### config.mk
export PLATFORM = sky130hd
export DESIGN_NAME = axi_to_mem
export DESIGN_NICKNAME = d
export VERILOG_FILES = /design/src/rtl/axi_pkg.sv /design/src/rtl/axi_burst_addr_gen.sv /design/src/rtl/axi_to_mem.sv
export SDC_FILE = /design/constraint.sdc
export NUM_CORES = 1
export LEC_CHECK = 0
export CORE_ASPECT_RATIO = 2
export CORE_UTILIZATION = 23
export CTS_BUF_LIST = sky130_fd_sc_hd__clkbuf_8
export CTS_CLUSTER_DIAMETER = 150
export DETAILED_ROUTE_END_ITERATION = 8
export PLACE_DENSITY_LB_ADDON = 0.25
export SLEW_MARGIN = 10
export SYNTH_ARGS = -nofsm -noshare
export SYNTH_HDL_FRONTEND = slang
export SYNTH_HIERARCHICAL = 1
export SYNTH_SLANG_ARGS = --single-unit
export TNS_END_PERCENT = 5
### constraint.sdc
create_clock -name clk_i -period 10.9 [get_ports clk_i]
set_clock_uncertainty 0.1 [all_clocks]
set_input_delay 2.725 -clock clk_i [delete_from_list [all_inputs] [get_ports clk_i]]
set_output_delay 2.725 -clock clk_i [all_outputs]
set_load 0.01 [all_outputs]
### src/rtl/axi_pkg.sv
// ----------------------------------------------------------------------------
// axi_pkg
// Shared definitions for the AXI-to-memory bridge: burst type codes, response
// codes and the bridge FSM state encoding.
// ----------------------------------------------------------------------------
package axi_pkg;

    localparam logic [1:0] BURST_FIXED = 2'b00;
    localparam logic [1:0] BURST_INCR  = 2'b01;
    localparam logic [1:0] BURST_WRAP  = 2'b10;

    localparam logic [1:0] RESP_OKAY   = 2'b00;

    typedef enum logic [1:0] {
        ST_IDLE   = 2'b00,
        ST_READ   = 2'b01,
        ST_WRITE  = 2'b10,
        ST_SEND_B = 2'b11
    } state_e;

endpackage

### src/rtl/axi_burst_addr_gen.sv
// ----------------------------------------------------------------------------
// axi_burst_addr_gen
// Purely combinational AXI beat address generator: given the address of the
// current beat and the burst attributes, produces the address of the next beat.
//   addr      in   current beat address
//   len       in   AXI burst length (beats - 1)
//   size      in   log2 of bytes per beat
//   burst     in   burst type (FIXED / INCR / WRAP; reserved behaves as INCR)
//   next_addr out  address of the following beat
// ----------------------------------------------------------------------------
module axi_burst_addr_gen
    import axi_pkg::*;
#(
    parameter int ADDR_WIDTH = 32
) (
    input  logic [ADDR_WIDTH-1:0] addr,
    input  logic [7:0]            len,
    input  logic [2:0]            size,
    input  logic [1:0]            burst,
    output logic [ADDR_WIDTH-1:0] next_addr
);

    logic [ADDR_WIDTH-1:0] beat_bytes_s;
    logic [ADDR_WIDTH-1:0] incr_addr_s;
    logic [ADDR_WIDTH-1:0] wrap_mask_s;
    logic [ADDR_WIDTH-1:0] wrap_addr_s;

    // Linear successor: align down to the beat size, then step one beat.
    assign beat_bytes_s = {{(ADDR_WIDTH-1){1'b0}}, 1'b1} << size;
    assign incr_addr_s  = (addr & ~(beat_bytes_s - {{(ADDR_WIDTH-1){1'b0}}, 1'b1})) + beat_bytes_s;

    // Wrap window is (len+1) beats; legal wrap lengths make it a power of two,
    // so the window base keeps the upper bits and the low bits roll over.
    assign wrap_mask_s  = ({{(ADDR_WIDTH-9){1'b0}}, {1'b0, len} + 9'd1} << size)
                          - {{(ADDR_WIDTH-1){1'b0}}, 1'b1};
    assign wrap_addr_s  = (addr & ~wrap_mask_s) | (incr_addr_s & wrap_mask_s);

    // Select the successor by burst type.
    always_comb begin
        next_addr = incr_addr_s;
        case (burst)
            BURST_FIXED: next_addr = addr;
            BURST_WRAP:  next_addr = wrap_addr_s;
            default:     next_addr = incr_addr_s;
        endcase
    end

endmodule

### src/rtl/axi_to_mem.sv
// ----------------------------------------------------------------------------
// axi_to_mem
// AXI4 slave that turns one burst at a time into a one-beat-per-cycle memory
// request port. Read data returns the cycle after a read request and is held
// in a register until the R handshake. Responses are always OKAY.
//   clk_i, rst_ni                  clock, asynchronous active-low reset
//   aw_* / ar_* / w_*              AXI request channels (lock/cache/prot/qos/
//                                  region/atop/user accepted but ignored)
//   b_* / r_*                      AXI response channels (user outputs are 0)
//   req_o, we_o, addr_o, be_o,     memory request port, one beat per cycle
//   data_o, data_i                 write data out, read data in (1-cycle)
// ----------------------------------------------------------------------------
module axi_to_mem
    import axi_pkg::*;
#(
    parameter int AXI_ID_WIDTH   = 4,
    parameter int AXI_ADDR_WIDTH = 32,
    parameter int AXI_DATA_WIDTH = 64,
    parameter int AXI_USER_WIDTH = 1
) (
    input  logic                        clk_i,
    input  logic                        rst_ni,
    input  logic [AXI_ID_WIDTH-1:0]     aw_id,
    input  logic [AXI_ADDR_WIDTH-1:0]   aw_addr,
    input  logic [7:0]                  aw_len,
    input  logic [2:0]                  aw_size,
    input  logic [1:0]                  aw_burst,
    input  logic                        aw_lock,
    input  logic [3:0]                  aw_cache,
    input  logic [2:0]                  aw_prot,
    input  logic [3:0]                  aw_qos,
    input  logic [3:0]                  aw_region,
    input  logic [5:0]                  aw_atop,
    input  logic [AXI_USER_WIDTH-1:0]   aw_user,
    input  logic                        aw_valid,
    output logic                        aw_ready,
    input  logic [AXI_ID_WIDTH-1:0]     ar_id,
    input  logic [AXI_ADDR_WIDTH-1:0]   ar_addr,
    input  logic [7:0]                  ar_len,
    input  logic [2:0]                  ar_size,
    input  logic [1:0]                  ar_burst,
    input  logic                        ar_lock,
    input  logic [3:0]                  ar_cache,
    input  logic [2:0]                  ar_prot,
    input  logic [3:0]                  ar_qos,
    input  logic [3:0]                  ar_region,
    input  logic [AXI_USER_WIDTH-1:0]   ar_user,
    input  logic                        ar_valid,
    output logic                        ar_ready,
    input  logic [AXI_DATA_WIDTH-1:0]   w_data,
    input  logic [AXI_DATA_WIDTH/8-1:0] w_strb,
    input  logic                        w_last,
    input  logic [AXI_USER_WIDTH-1:0]   w_user,
    input  logic                        w_valid,
    output logic                        w_ready,
    output logic [AXI_ID_WIDTH-1:0]     b_id,
    output logic [1:0]                  b_resp,
    output logic [AXI_USER_WIDTH-1:0]   b_user,
    output logic                        b_valid,
    input  logic                        b_ready,
    output logic [AXI_ID_WIDTH-1:0]     r_id,
    output logic [AXI_DATA_WIDTH-1:0]   r_data,
    output logic [1:0]                  r_resp,
    output logic                        r_last,
    output logic [AXI_USER_WIDTH-1:0]   r_user,
    output logic                        r_valid,
    input  logic                        r_ready,
    output logic                        req_o,
    output logic                        we_o,
    output logic [AXI_ADDR_WIDTH-1:0]   addr_o,
    output logic [AXI_DATA_WIDTH/8-1:0] be_o,
    output logic [AXI_DATA_WIDTH-1:0]   data_o,
    input  logic [AXI_DATA_WIDTH-1:0]   data_i
);

    localparam int STRB_WIDTH = AXI_DATA_WIDTH / 8;

    state_e                      state_r;
    logic [AXI_ID_WIDTH-1:0]     id_r;
    logic [AXI_ADDR_WIDTH-1:0]   addr_r;     // address of the current beat
    logic [7:0]                  len_r;
    logic [7:0]                  beat_r;
    logic [2:0]                  size_r;
    logic [1:0]                  burst_r;
    logic                        rd_pend_r;  // read data arrives on data_i this cycle
    logic [AXI_DATA_WIDTH-1:0]   r_data_r;
    logic                        r_valid_r;
    logic                        r_last_r;
    logic                        b_valid_r;

    logic [AXI_ADDR_WIDTH-1:0]   next_addr_s;
    logic                        ar_hs_s;
    logic                        aw_hs_s;
    logic                        w_hs_s;
    logic                        r_next_s;
    logic                        unused_s;

    axi_burst_addr_gen #(
        .ADDR_WIDTH (AXI_ADDR_WIDTH)
    ) u_addr_gen (
        .addr      (addr_r),
        .len       (len_r),
        .size      (size_r),
        .burst     (burst_r),
        .next_addr (next_addr_s)
    );

    // Handshakes are refused while reset is held; AR wins over AW in IDLE.
    assign ar_ready = rst_ni & (state_r == ST_IDLE);
    assign aw_ready = ar_ready & ~ar_valid;
    assign w_ready  = (state_r == ST_WRITE);
    assign ar_hs_s  = ar_valid & ar_ready;
    assign aw_hs_s  = aw_valid & aw_ready;
    assign w_hs_s   = w_valid & w_ready;
    // Accepting a non-last R beat launches the next read in the same cycle.
    assign r_next_s = (state_r == ST_READ) & r_valid_r & r_ready & ~r_last_r;

    assign req_o    = ar_hs_s | w_hs_s | r_next_s;
    assign we_o     = w_hs_s;
    assign data_o   = w_data;
    assign be_o     = w_hs_s ? w_strb : {STRB_WIDTH{1'b1}};

    assign r_id     = id_r;
    assign r_data   = r_data_r;
    assign r_resp   = RESP_OKAY;
    assign r_last   = r_last_r;
    assign r_user   = {AXI_USER_WIDTH{1'b0}};
    assign r_valid  = r_valid_r;
    assign b_id     = id_r;
    assign b_resp   = RESP_OKAY;
    assign b_user   = {AXI_USER_WIDTH{1'b0}};
    assign b_valid  = b_valid_r;

    assign unused_s = ^{aw_lock, aw_cache, aw_prot, aw_qos, aw_region, aw_atop, aw_user,
                        ar_lock, ar_cache, ar_prot, ar_qos, ar_region, ar_user,
                        w_last, w_user};

    // Request address: fresh AR address, next read beat, or current write beat.
    always_comb begin
        addr_o = addr_r;
        if (ar_hs_s) begin
            addr_o = ar_addr;
        end else if (r_next_s) begin
            addr_o = next_addr_s;
        end else begin
            addr_o = addr_r;
        end
    end

    // Bridge FSM: latches the burst, counts beats and owns the response registers.
    always_ff @(posedge clk_i or negedge rst_ni) begin
        if (!rst_ni) begin
            state_r   <= ST_IDLE;
            id_r      <= {AXI_ID_WIDTH{1'b0}};
            addr_r    <= {AXI_ADDR_WIDTH{1'b0}};
            len_r     <= 8'd0;
            beat_r    <= 8'd0;
            size_r    <= 3'd0;
            burst_r   <= 2'b00;
            rd_pend_r <= 1'b0;
            r_data_r  <= {AXI_DATA_WIDTH{1'b0}};
            r_valid_r <= 1'b0;
            r_last_r  <= 1'b0;
            b_valid_r <= 1'b0;
        end else begin
            case (state_r)
                ST_IDLE: begin
                    if (ar_hs_s) begin
                        state_r   <= ST_READ;
                        id_r      <= ar_id;
                        addr_r    <= ar_addr;
                        len_r     <= ar_len;
                        size_r    <= ar_size;
                        burst_r   <= ar_burst;
                        beat_r    <= 8'd0;
                        rd_pend_r <= 1'b1;
                    end else if (aw_hs_s) begin
                        state_r   <= ST_WRITE;
                        id_r      <= aw_id;
                        addr_r    <= aw_addr;
                        len_r     <= aw_len;
                        size_r    <= aw_size;
                        burst_r   <= aw_burst;
                        beat_r    <= 8'd0;
                    end
                end
                ST_READ: begin
                    if (rd_pend_r) begin
                        r_data_r  <= data_i;
                        r_valid_r <= 1'b1;
                        r_last_r  <= (beat_r == len_r);
                        rd_pend_r <= 1'b0;
                    end else if (r_valid_r && r_ready) begin
                        r_valid_r <= 1'b0;
                        if (r_last_r) begin
                            r_last_r <= 1'b0;
                            state_r  <= ST_IDLE;
                        end else begin
                            addr_r    <= next_addr_s;
                            beat_r    <= beat_r + 8'd1;
                            rd_pend_r <= 1'b1;
                        end
                    end
                end
                ST_WRITE: begin
                    // The beat count, not w_last, closes the burst.
                    if (w_hs_s) begin
                        addr_r <= next_addr_s;
                        beat_r <= beat_r + 8'd1;
                        if (beat_r == len_r) begin
                            state_r   <= ST_SEND_B;
                            b_valid_r <= 1'b1;
                        end
                    end
                end
                ST_SEND_B: begin
                    if (b_ready) begin
                        b_valid_r <= 1'b0;
                        state_r   <= ST_IDLE;
                    end
                end
                default: begin
                    state_r <= ST_IDLE;
                end
            endcase
        end
    end

endmodule

==> impl_results.md, run 1 <==
- Prevailing post-synth register cell: dfrtp_1
- Longest Clk Path Bufs: 2
- MaxCap Viol Count: 0
- Synth Area in XOR/XNOR: 0.03970
- Top Ports: 473
- Global placement routability congestion: 0.8234
- Result of the run: complete, no violations
- Fin crit share: 0.7614
- Worst slew margin: 0.3917
- Post-route DRC: 0
- Crit Path Category: reg -> out
- Die X: 145.6 um
- Placed instance area: 0.01234 mm2
- Arrival @ worst endpoint: 5.47 ns
- Final hold viol count: 0
- Synth-to-layout area growth: 34.38%
- Final Max Slew Viols: 0
- Largest net degree at the start of global routing: 81
- Startpoint types: flop
- Non-Filler Cell Area, Final: 0.01275 mm2
- Cts repair resizes: 0
- Synth area leader: dfrtp_1
- Total Power: 1.834 mW
- Layout cells sized above 1: 0.1114
- TritonRoute pass-1 iters: 4
- Root buf cell: clkbuf_8
- Mux cell area share after synthesis: 0.1210
- Die area: about 0.042 mm2
- Core area: 0.04047 mm2
- Synth cell types: between 70 and 80
- CP Max Fanout: 14
- Die height: 289.2 um
- Combinational family with the most area after synthesis: compound AO/OA/AOI/OAI gates
- Register area share after synthesis: 0.3350
- RSZ-0062 raised after global routing: false
- CP endpoint kind: primary output
- Post-CTS setup buffers: 0
- Vias per cell: 4.820
- First-pass GRT wire length: 52,290 um
- Async set or reset register ratio after synthesis: 1.000
- CTS clk-pin slew, worst paths: 0.10 ns
- Total CTS buffers: 17
- DRT iter0 DRCs: 484
- GRT Overall Usage: 0.1618
- Most frequent cell after synthesis: nand2_1
- Adder-cell share of the synthesized area: 0.01451
- Cell area after synthesis: 0.009485 mm2
- Grt total ovfl: 0
- Starting Density: 0.2344
- Worst-Skew Late Latency: slightly below 0.5 ns
- Yosys reg bits: 127
- Filler Cell Count: 4,269
- Mean post-synth cell area: approximately 8.4 um2
- Routed wire length per instance: 18.46 um
- Number of buffers added on ports: around 300
- Fin Setup TNS: 0 ns
- Hold Crit Class: reg -> reg
- Warnings, synthesis: 6
- VDD IR max: 0.0001259 V
- Synth top area share: 0.3350
- H-tree depth: 4
- Mapped Cells: around 1.1k
- Fin crit period: 8.300 ns
- Top cells by area, synth: dfrtp_1 34%, mux2_2 8.0%, nand2_1 6.6%, buf_4 6.5%, a21oi_1 6.0%
- Hpwl dp: roughly 26,000 um
- Number of synthesized flops with an enable pin: 0
- Routed via count: 8,961
- CTS sink count: 127
- Max Clk Rate: between 0.1 and 0.15 GHz
- Number of global-route vias before repair: 9,155
- Final Setup Violations: 0
- Antenna violations before repair: 1
- Synth top cells by count: 166 x nand2_1, 127 x dfrtp_1, 114 x a21oi_1
- Final #Nets: between 1.5k and 2k
- Simple-gate share of the synthesized area: 0.1806
- Worst Path Required: 8.08 ns
- Leak: 5.100 nW
- Least-Margin Pin Slew: 0.9124 ns
- Synth Area in Compound Gates: 0.2025
- Site row count: about 100
- Overall routed net length: 34,320 um
- Pwr dens: 143.9 mW/mm2
- Post-CTS Hold Buffers: 0
- CTS tree: done
- Post-route ant nets: 0
-- per-stage QoR --
stage / util / worst slack [ns] / std cells / hold WS (ns)
after detailed placement: 0.3049 / 2.900 / 1826 / 0.3911
final: 0.3150 / 2.600 / 1859 / 0.4073
after global routing: 0.3150 / 2.144 / 1859 / 0.4160
after floorplan: - / 4.257 / 1134 / 0.3711
after global placement: 0.3049 / 2.879 / 1826 / 0.3856
after CTS: 0.3149 / 2.493 / 1858 / 0.4134
-- flip-flops by register name, indices dropped and copies added (netlist names) --
register and count:
b_valid 1, r_valid 1, r_last 1, r_data 64, addr_r 32, state_r 2
len_r 8, beat_r 8, b_id 4, burst_r 2, size_r 3, rd_pend_r 1
-- where the power goes --
part | switching (mW) | internal, mW
Clock | 0.240 | 0.192
Sequential | 0.0746 | 0.603
Combinational | 0.297 | 0.427
Total | 0.613 | 1.22
-- worst max-delay path: stages (launching register included) --
cell and delay (ns):
dfrtp_1 0.76, ha_1 0.45, xor2_1 0.46, o31ai_1 0.11, and2_0 0.17, o41ai_1 0.60
nor3_1 0.20, and4_1 0.37, a32oi_4 0.48, nor2_1 0.12, xor2_1 0.20, mux2i_1 0.10
o21ai_0 0.32, clkdlybuf4s50_1 0.63
-- per-layer routing --
metal,routed length (um),GRT usage,vias up,share of wire
met5,0,0,-,0
met4,1465,0.08895,0,0.043
met3,1509,0.02677,101,0.044
met2,19540,0.3297,258,0.57
met1,11800,0.1500,4300,0.34
li1,-,-,4302,-
-- placed cells by master (no fill, tap or decap), types with 6 or more instances in the layout --
cell type,count
nand3_1,17
a211oi_1,7
conb_1,6
nand3b_1,9
o21a_1,7
a21oi_1,114
nor3_1,23
nor4_1,8
ha_1,10
o22ai_1,34
mux2_2,67
nor2_1,45
dfrtp_1,127
nand2b_1,11
or2_2,11
xor2_1,25
xnor2_1,18
inv_6,6
o21ai_0,83
clkbuf_8,17
inv_1,23
nand2_1,165
and2_1,6
mux2i_1,37
or3_1,6
nand4_1,9
o21ai_1,15
o221ai_1,6
buf_4,15
clkdlybuf4s50_1,295
and3_1,14
-- worst paths after layout --
| check | slack [ns] | cells past startpoint | from | endpoint |
|---|---|---|---|---|
| worst max register to register | 6.46 | 12 | len_r[0] | addr_r[10] |
| max in group asynchronous | 6.84 | 3 | rst_ni | addr_r[9] |
| worst max-delay path | 2.60 | 13 | len_r[0] | addr_o[16] |
| worst min-delay path | 0.41 | 1 | r_data[61] | r_data[61] |
| worst min register to register | 0.41 | 1 | r_data[61] | r_data[61] |
| min in group asynchronous | 1.99 | 1 | rst_ni | addr_r[4] |
-- layout make-up --
cell class | count | area [um2] | share of cell area
Tap cell | 530 | 663.1 | 0.05203
Timing Repair Buffer | 311 | 3077 | 0.2414
Multi-Input combinational cell | 833 | 5329 | 0.4181
Clock buffer | 17 | 234.0 | 0.01836
Antenna cell | 1 | 2.502 | 0.0001963
Clock inverter | 15 | 168.9 | 0.01325
Sequential cell | 127 | 3178 | 0.2493
Inverter | 25 | 93.84 | 0.007362
-- cells by family after synthesis --
group | count (synthesis)
AND/OR/NAND/NOR | 352
XOR/XNOR | 43
flip-flops | 127
adder cells (fa/ha/maj) | 11
AO/OA/AOI/OAI | 316
multiplexers | 105
buffers and inverters | 174
other | 1
Power figures use the tool's default switching activity.
==> inputs of run 2 (changes only) <==
Clock period 10.9 ns to 8.3 ns, I/O delays scaled along.
==> run 2 against run 1 <==
- count of clock-buffer cells in the layout unchanged
- register-to-register slack got worse by 2.6 ns
- final cell count up 0.16%
- critical path depth increased by 2
- cell area up 0.43%
- highest routed layer unchanged
==> impl_results.md, run 2 (synthesis results as in run 1) <==
- Result of the run: complete, no violations
- Area of the multi-input gates: 0.005329 mm2
- Most frequent cells in the layout: 295 x clkdlybuf4s50_1, 165 x nand2_1, 127 x dfrtp_1
- MaxCap Viol Count: 0
- Post-route ant nets: 0
- Die area: 0.04211 mm2
- Cts repair resizes: 0
- Hold_ws: 0.4111 ns
- Antenna violations before repair: 1
- Register-to-Register Path Depth: 14
- Post-CTS Hold Buffers: 0
- Starting Density: 0.2344
- Vias per cell: 4.847
- CTS tree: done
- Post-CTS setup buffers: 0
- Crit Path Category: reg -> out
- CP Depth: 15
- Worst hold path depth: 1
- CP Buf/Inv Count: 2
- Largest net degree at the start of global routing: between 80 and 90
- Overall routed net length: 34,690 um
- Die height: 289.2 um
- First-pass GRT wire length: 52,300 um
- Fin crit share: 0.9244
- Leak: 5.132 nW
- Total CTS buffers: 17
- Post-route DRC: 0
- Place WS: 1.202 ns
- VDD IR max: 0.0001749 V
- Max stage delay on crit path: 0.63 ns
- Global placement routability congestion: 0.8370
- Non-filler instance count after layout: 1,862
- Register area: 0.003178 mm2
- CP Max Fanout: 33
- Max Clk Rate: 0.1303 GHz
- Top Ports: around 470
- Commonest non-fill, non-tap cell in the layout: clkdlybuf4s50_1
- Die X: 145.6 um
- Placed insts: 1,829
- Final worst slack: 0.6274 ns
- Max reg flops: 64
- Number of global-route vias before repair: 9,141
- Fin Setup TNS: 0 ns
- Pwr dens: 189.9 mW/mm2
- Final Max Slew Viols: 0
- Startpoint types: flop
- CP endpoint kind: primary output
- Final hold viol count: 0
- GRT Overall Usage: 0.1624
- Worst-Skew Late Latency: 0.49 ns
- Least-Margin Pin Slew: 0.9352 ns
- Synth-to-layout area growth: 34.96%
- Layout cells sized above 1: 0.1134
- Routed wire length per instance: 18.63 um
- Number of buffers added on ports: 296
- Final Setup Violations: 0
- DRT iter0 DRCs: 545
- CTS clk-pin slew, worst paths: 0.09 ns
- CP top delay family: compound AO/OA/AOI/OAI gates
- Root buf cell: clkbuf_8
- Grt total ovfl: 0
- Site row count: 104
- Longest Clk Path Bufs: 2
- Final #Nets: approximately 1.6k
- Worst slew margin: 0.3765
- H-tree depth: 4
- RSZ-0062 raised after global routing: false
- TritonRoute pass-1 iters: 7
- Worst-path cell chain: buf_4 > nor2_1 > and3_1 > ha_1 > o21bai_1 > a211oi_1 > nand2_1 > a21oi_1 > and4bb_2 > a32oi_4 > nor2_1 > xor2_1 > mux2i_1 > o21ai_0 > clkdlybuf4s50_1
- Most used cell, CP: nor2_1
- Routed via count: 9,025
- Fin crit period: 7.673 ns
- Arrival @ worst endpoint: 5.50 ns
- Filler Cell Count: between 4k and 5k
- Total Power: around 2.4 mW
- Worst Path Required: between 6 and 7 ns
- CTS sink count: 127
- Hold Crit Class: reg -> reg
- CP max-delay cell: clkdlybuf4s50_1
- Core area: approximately 0.04 mm2
- Hpwl dp: about 27,000 um
## run 2: cell types whose count changed in the layout (fill, tap and decap cells not counted), sizes merged
cell and delta:
clkinv +3, buf +3, bufinv -1, clkinvlp -2
## run 2: per-layer routing
metal	wire length [um]	track usage	share of wire
met5	0	0	0
met4	1543	0.09737	0.044
met3	1598	0.03024	0.046
met2	19780	0.3264	0.57
met1	11760	0.1492	0.34
## run 2: per-stage QoR
step | cell area, um2 | util
after global placement | 12360 | 0.3055
after CTS | 12800 | 0.3163
after global routing | 12800 | 0.3163
final | 12800 | 0.3163
after floorplan | 9504 | -
after detailed placement | 12360 | 0.3055
## run 2: path summary, 6_finish.rpt
| check | from | end | slack, ns |
|---|---|---|---|
| max reg2reg | size_r[1] | addr_r[18] | 3.82 |
| min reg2reg | r_data[61] | r_data[61] | 0.41 |
| max | size_r[1] | addr_o[16] | 0.63 |
| min | r_data[61] | r_data[61] | 0.41 |
| min in group asynchronous | rst_ni | addr_r[2] | 1.33 |
| max in group asynchronous | rst_ni | addr_r[29] | 4.93 |
## run 2: layout make-up
cell class              instances  share of cell area
inverters                      25            0.007331
diodes                          1           0.0001955
multi-input cells             833              0.4163
clock inverters                15             0.01574
well taps                     530             0.05180
repair buffers                314              0.2421
clock buffers                  17             0.01828
flip-flops and latches        127              0.2483
## run 2: report_power, final
group | leakage, nW | switching (mW) | internal, mW | total (mW)
sequential | 1.58 | 0.0992 | 0.791 | 0.890
clock | 0.216 | 0.349 | 0.239 | 0.588
combinational | 3.33 | 0.391 | 0.561 | 0.953
total | 5.13 | 0.840 | 1.59 | 2.43
